### src/rtl/fetch_if.sv
// IF-stage bundle: ID-stage control in, instruction-memory handshake, IF/ID pipeline registers out.
interface fetch_if;
  logic        stall;
  logic        jump;
  logic [31:0] addr;
  logic        imem_req;
  logic [31:0] imem_addr;
  logic        imem_ack;
  logic [31:0] imem_data;
  logic [31:0] pc_if_id;
  logic [31:0] ir_if_id;

  modport master (
    input  stall, jump, addr, imem_ack, imem_data,
    output imem_req, imem_addr, pc_if_id, ir_if_id
  );

  modport slave (
    output stall, jump, addr, imem_ack, imem_data,
    input  imem_req, imem_addr, pc_if_id, ir_if_id
  );
endinterface

### src/rtl/fetch.sv
// MIPS instruction-fetch stage: req/ack imem fetch, one-entry skid buffer, delay-slot redirect.
// Optional FETCH_PERF_EN adds a wrapping bubble counter port.
module fetch #(
  parameter logic [31:0] RESET_PC = 32'h0000_0000
) (
  input  logic        clk,
  input  logic        rst_n,
`ifdef FETCH_PERF_EN
  output logic [31:0] o_bubble_count,
`endif
  fetch_if.master     bus
);

  logic [31:0] r_pc;
  logic        r_buf_valid;
  logic [31:0] r_buf_pc;
  logic [31:0] r_buf_ir;
  logic        r_redir_valid;
  logic [31:0] r_redir_addr;
  logic [31:0] r_pc_if_id;
  logic [31:0] r_ir_if_id;

  logic        w_req;
  logic        w_fc;
  logic        w_adv;
  logic        w_load_bubble;
  logic [31:0] w_pc_inc;

  assign w_req         = rst_n & ~r_buf_valid;
  assign w_fc          = w_req & bus.imem_ack;
  assign w_adv         = ~bus.stall;
  assign w_pc_inc      = r_pc + 32'd1;
  assign w_load_bubble = w_adv & ~r_buf_valid & ~w_fc;

  assign bus.imem_req  = w_req;
  assign bus.imem_addr = r_pc;
  assign bus.pc_if_id  = r_pc_if_id;
  assign bus.ir_if_id  = r_ir_if_id;

  always_ff @(posedge clk or negedge rst_n) begin
    if (!rst_n) begin
      r_pc          <= RESET_PC;
      r_buf_valid   <= 1'b0;
      r_buf_pc      <= 32'h0;
      r_buf_ir      <= 32'h0;
      r_redir_valid <= 1'b0;
      r_redir_addr  <= 32'h0;
      r_pc_if_id    <= RESET_PC;
      r_ir_if_id    <= 32'h0;
    end else begin
      if (w_adv) begin
        if (r_buf_valid) begin
          r_pc_if_id  <= r_buf_pc;
          r_ir_if_id  <= r_buf_ir;
          r_buf_valid <= 1'b0;
        end else if (w_fc) begin
          r_pc_if_id <= w_pc_inc;
          r_ir_if_id <= bus.imem_data;
        end else begin
          r_pc_if_id <= r_pc;
          r_ir_if_id <= 32'h0;
        end
      end else if (w_fc) begin
        r_buf_valid <= 1'b1;
        r_buf_pc    <= w_pc_inc;
        r_buf_ir    <= bus.imem_data;
      end

      if (w_fc) begin
        if (r_redir_valid) begin
          r_pc          <= r_redir_addr;
          r_redir_valid <= 1'b0;
        end else begin
          r_pc <= w_pc_inc;
        end
      end

      // Delay slot entering as a real instruction retargets now; a bubble defers to its fetch.
      if (w_adv && bus.jump) begin
        if (w_load_bubble) begin
          r_redir_valid <= 1'b1;
          r_redir_addr  <= bus.addr;
        end else begin
          r_pc <= bus.addr;
        end
      end
    end
  end

`ifdef FETCH_PERF_EN
  logic [31:0] r_bubble_count;

  always_ff @(posedge clk or negedge rst_n) begin
    if (!rst_n) begin
      r_bubble_count <= 32'h0;
    end else if (w_load_bubble) begin
      r_bubble_count <= r_bubble_count + 32'd1;
    end
  end

  assign o_bubble_count = r_bubble_count;
`endif

endmodule
### src/flat_wrapper.sv
// flat-port wrapper written by rule: the top's interface ports become plain ports
module fetch_flat 
#(
  parameter logic [31:0] RESET_PC = 32'h0000_0000
)
  (clk, rst_n, bus_stall, bus_jump, bus_addr, bus_imem_ack, bus_imem_data, bus_imem_req, bus_imem_addr, bus_pc_if_id, bus_ir_if_id);
  fetch_if bus_i ();
  input  logic clk;
  input  logic rst_n;
  input wire logic [$bits(bus_i.stall)-1:0] bus_stall;
  input wire logic [$bits(bus_i.jump)-1:0] bus_jump;
  input wire logic [$bits(bus_i.addr)-1:0] bus_addr;
  input wire logic [$bits(bus_i.imem_ack)-1:0] bus_imem_ack;
  input wire logic [$bits(bus_i.imem_data)-1:0] bus_imem_data;
  output wire logic [$bits(bus_i.imem_req)-1:0] bus_imem_req;
  output wire logic [$bits(bus_i.imem_addr)-1:0] bus_imem_addr;
  output wire logic [$bits(bus_i.pc_if_id)-1:0] bus_pc_if_id;
  output wire logic [$bits(bus_i.ir_if_id)-1:0] bus_ir_if_id;
  assign bus_i.stall = bus_stall;
  assign bus_i.jump = bus_jump;
  assign bus_i.addr = bus_addr;
  assign bus_i.imem_ack = bus_imem_ack;
  assign bus_i.imem_data = bus_imem_data;
  assign bus_imem_req = bus_i.imem_req;
  assign bus_imem_addr = bus_i.imem_addr;
  assign bus_pc_if_id = bus_i.pc_if_id;
  assign bus_ir_if_id = bus_i.ir_if_id;
  fetch #(.RESET_PC(RESET_PC)) u_core (.clk(clk), .rst_n(rst_n), .bus(bus_i));
endmodule
### config.mk
export PLATFORM = sky130hd
export DESIGN_NAME = fetch_flat
export DESIGN_NICKNAME = d
export VERILOG_FILES = /design/src/rtl/fetch_if.sv /design/src/rtl/fetch.sv /design/src/flat_wrapper.sv
export SDC_FILE = /design/constraint.sdc
export NUM_CORES = 1
export LEC_CHECK = 0
export ABC_CLOCK_PERIOD_IN_PS = 3300
export BUFFER_PORTS_ARGS = -buffer_cell sky130_fd_sc_hd__buf_2
export CORE_MARGIN = 4
export CORE_UTILIZATION = 45
export CTS_BUF_LIST = sky130_fd_sc_hd__clkbuf_8
export CTS_CLUSTER_SIZE = 30
export DETAILED_ROUTE_END_ITERATION = 6
export PLACE_DENSITY = 0.66
export SYNTH_ARGS = -nofsm -noshare
export SYNTH_HDL_FRONTEND = slang
export SYNTH_SLANG_ARGS = --single-unit
### constraint.sdc
create_clock -name clk -period 3.3 [get_ports clk]
set_clock_uncertainty 0.05 [all_clocks]
set_input_delay 0.66 -clock clk [delete_from_list [all_inputs] [get_ports clk]]
set_output_delay 0.66 -clock clk [all_outputs]
set_load 0.005 [all_outputs]
==> flow_summary_export.csv <==
group,metric,value,unit
run_status,outcome,"finished, final reports clean",
pwr,p_per_area,605,nW/um2
sta,post-route-period-util,0.897,
setup_path,worstSetupEndpointType,"output port",
setup_path,crit_type,"primary input to output port",
placed_design,portBuffers,165,
setup_path,cp_max_fo,67,
routing,first_pass_iters,5,
setup_path,r2r_setup_slack,630,ps
sta,max_slew_margin,0.378,
routing,vias,7652,
placed_design,gp_congestion,0.837,
sta,finalCriticalPeriod,2960,ps
worst_hold_path,holdPathStages,3,
yosys,ys_ff_latch,194,
yosys,synth_top_family_by_area,"compound AO/OA/AOI/OAI gates",
grt,antenna_found_initial,0,
setup_path,start_kind,"primary input",
setup_path,rr_endpoint,"u_core.bus.pc_if_id[28]",
sta,tightest_slew,933,ps
placed_design,dpl.hpwl,17200,um
finish,fin_nets,1149,
finish,drive_gt1_frac,0.278,
finish,final_common_cell,"dfrtp_1",
pwr,vdd.ir_drop.worst,0.320,mV
grt,gr-total-overflow,0,
floorplanning,ios,166,
routing,wire_per_inst,18.6,um
setup_path,cp.arrival,2250,ps
finish,stdcell_count,1362,
yosys,syn-num-nets,1021,
routing,postRouteAntennaNets,0,
yosys,yosys.area_share.simple,0.148,
clock_tree,cts_root_buf,"clkbuf_8",
clock_tree,cts_max_path_buffers,2,
sta,slew_violations,0,
yosys,netlist_instances,951,
finish,layout_common_cells,"dfrtp_1 (193), buf_2 (163), nand2_1 (125), o21ai_0 (92), mux2_2 (68)",
sta,timing.setup.tns,0,ps
routing,routed_wl,25300,um
clock_tree,clkSlewWorstSetupHoldPaths,100,ps
yosys,ys.flop_type,"dfrtp_1",
yosys,syn-mean-instance-area,9.92,um2
clock_tree,clkLatencyLatePin,470,ps
floorplanning,die_h,153,um
worst_hold_path,worstHoldPathType,"primary input to flop",
sta,whs,355,ps
routing,drt_iter0_markers,565,
yosys,synth-edff-count,0,
yosys,synth.cell_area,9430,um2
floorplanning,dieArea,23300,um2
floorplanning,die_w,153,um
grt,grt.total_usage,0.218,
clock_tree,cts_tree,"built",
placed_design,dp_cells,1329,
clock_tree,cts_buffers,17,
floorplanning,initial_core_util,0.462,
sta,fin_ws,340,ps
yosys,synth_fa_ha_area_frac,0.00133,
grt,grt_max_degree,76,
yosys,ys_seq_area_frac,0.515,
setup_path,cp-startpoint,"rst_n",
setup_path,reg2regPathDepth,7,
worst_hold_path,hold_start,"bus_addr[11]",
clock_tree,clock_sinks,194,
grt,grt_pass1_vias,7291,
yosys,synth-xor-area-share,0.0464,
floorplanning,rows,52,
yosys,synthMuxAreaShare,0.0866,
setup_path,reg2reg_from,"u_core.bus.imem_addr[0]",
sta,rsz0062_at_grt,"false",
finish,antennaDiodeCount,0,
yosys,synthArstFlopShare,1.00,
routing,avgViaCountPerCell,5.62,
sta,finalHoldViolations,0,
pwr,p_leak,4.82,nW
finish,final_util,0.532,
routing,drc,0,
clock_tree,htree_levels,4,
yosys,ys_warn_count,0,
setup_path,required,2590,ps
flow_run,maxCapViolations,0,
worst_hold_path,worstHoldEndpoint,"u_core.bus.imem_addr[11]",
yosys,synth_compound_area_frac,0.163,
sta,fmax,338,MHz
finish,syn_to_final_growth,15.3,%
yosys,synth_cell_types,57,
grt,grt_pass1_wl,41100,um
sta,finalSetupViolCount,0,
placed_design,pre_cts_ws,608,ps
floorplanning,core,20400,um2
-- final cells by class --
cell class | count | area [um2]
clock buffer | 21 | 289
clock inverter | 11 | 103
fill | 1921 | 9550
inverter | 8 | 30.0
multi-input combinational | 667 | 4220
sequential | 194 | 4860
tap | 270 | 338
timing repair buffer | 191 | 1040
-- critical path, stage by stage --
cell	delay (ps)
dlygate4sd3_1	550
clkbuf_8	210
buf_6	490
nor2b_1	200
buf_2	130
-- cells by family after synthesis --
kind of cell,count (synthesis)
simple gates,287
compound gates,256
flops,194
buf+inv,90
mux,73
xor+xnor,50
fa+ha+maj,1
-- power breakdown --
part           leakage (nW)  internal [W]  switching (W)
clock                 0.206      0.000685       0.000869
combinational          2.21      0.000768       0.000838
sequential             2.41       0.00290       0.000516
-- synth_stat cells (10+ instances only) --
cell | number | area share
xor2_1 | 30 | 0.028
clkbuf_1 | 51 | 0.020
a21oi_1 | 57 | 0.030
and3_1 | 13 | 0.0086
nor3_1 | 15 | 0.0080
o21ai_1 | 16 | 0.0085
nand4_1 | 14 | 0.0093
nor4_1 | 10 | 0.0066
nor2_1 | 40 | 0.016
mux2_2 | 68 | 0.081
dfrtp_1 | 194 | 0.51
xnor2_1 | 20 | 0.019
buf_2 | 16 | 0.0085
nor2b_1 | 10 | 0.0066
a22oi_1 | 43 | 0.034
nand3_1 | 36 | 0.019
o21ai_0 | 92 | 0.049
buf_1 | 11 | 0.0044
nand2_1 | 126 | 0.050
-- worst max path at each step --
| stage | endpoint | slack [ps] | cells after the start |
|---|---|---|---|
| after floorplan | u_core.bus.imem_addr[28] | 1080 | 7 |
| after global placement | u_core.bus.imem_addr[9] | 650 | 7 |
| after detailed placement | u_core.bus.imem_addr[29] | 610 | 7 |
| after CTS | bus_imem_req | 90 | 5 |
| after global routing | bus_imem_req | 170 | 5 |
| final | bus_imem_req | 340 | 5 |
-- layer usage --
metal | up-vias | global-route usage | routed length [um]
li1 | 3656 | - | -
met1 | 3686 | 0.332 | 12100
met2 | 288 | 0.319 | 11100
met3 | 22 | 0.0415 | 1690
met4 | 0 | 0.0581 | 364
met5 | - | 0 | 0
-- state kept, by name, indices dropped and copies added, names as in the netlist --
name / cells
u_core.bus.imem_addr: 32
u_core.r_buf_valid: 1
u_core.r_buf_pc: 32
u_core.bus.ir_if_id: 32
u_core.r_buf_ir: 32
u_core.r_redir_addr: 32
u_core.bus.pc_if_id: 32
u_core.r_redir_valid: 1
-- repair_timing --
item,CTS,global route
gates resized for setup,0,1
hold endpoints to repair,8,0
endpoints found under the setup margin,0,1
setup buffers,0,0
hold buffers,1,0
-- metrics by stage --
step                power [W]  area, um2
finish                0.00658      10900
global route          0.00700      10900
CTS                   0.00664      10900
detailed placement    0.00507      10500
global placement      0.00502      10500
floorplan             0.00433       9430
Power figures use the tool's default switching activity.
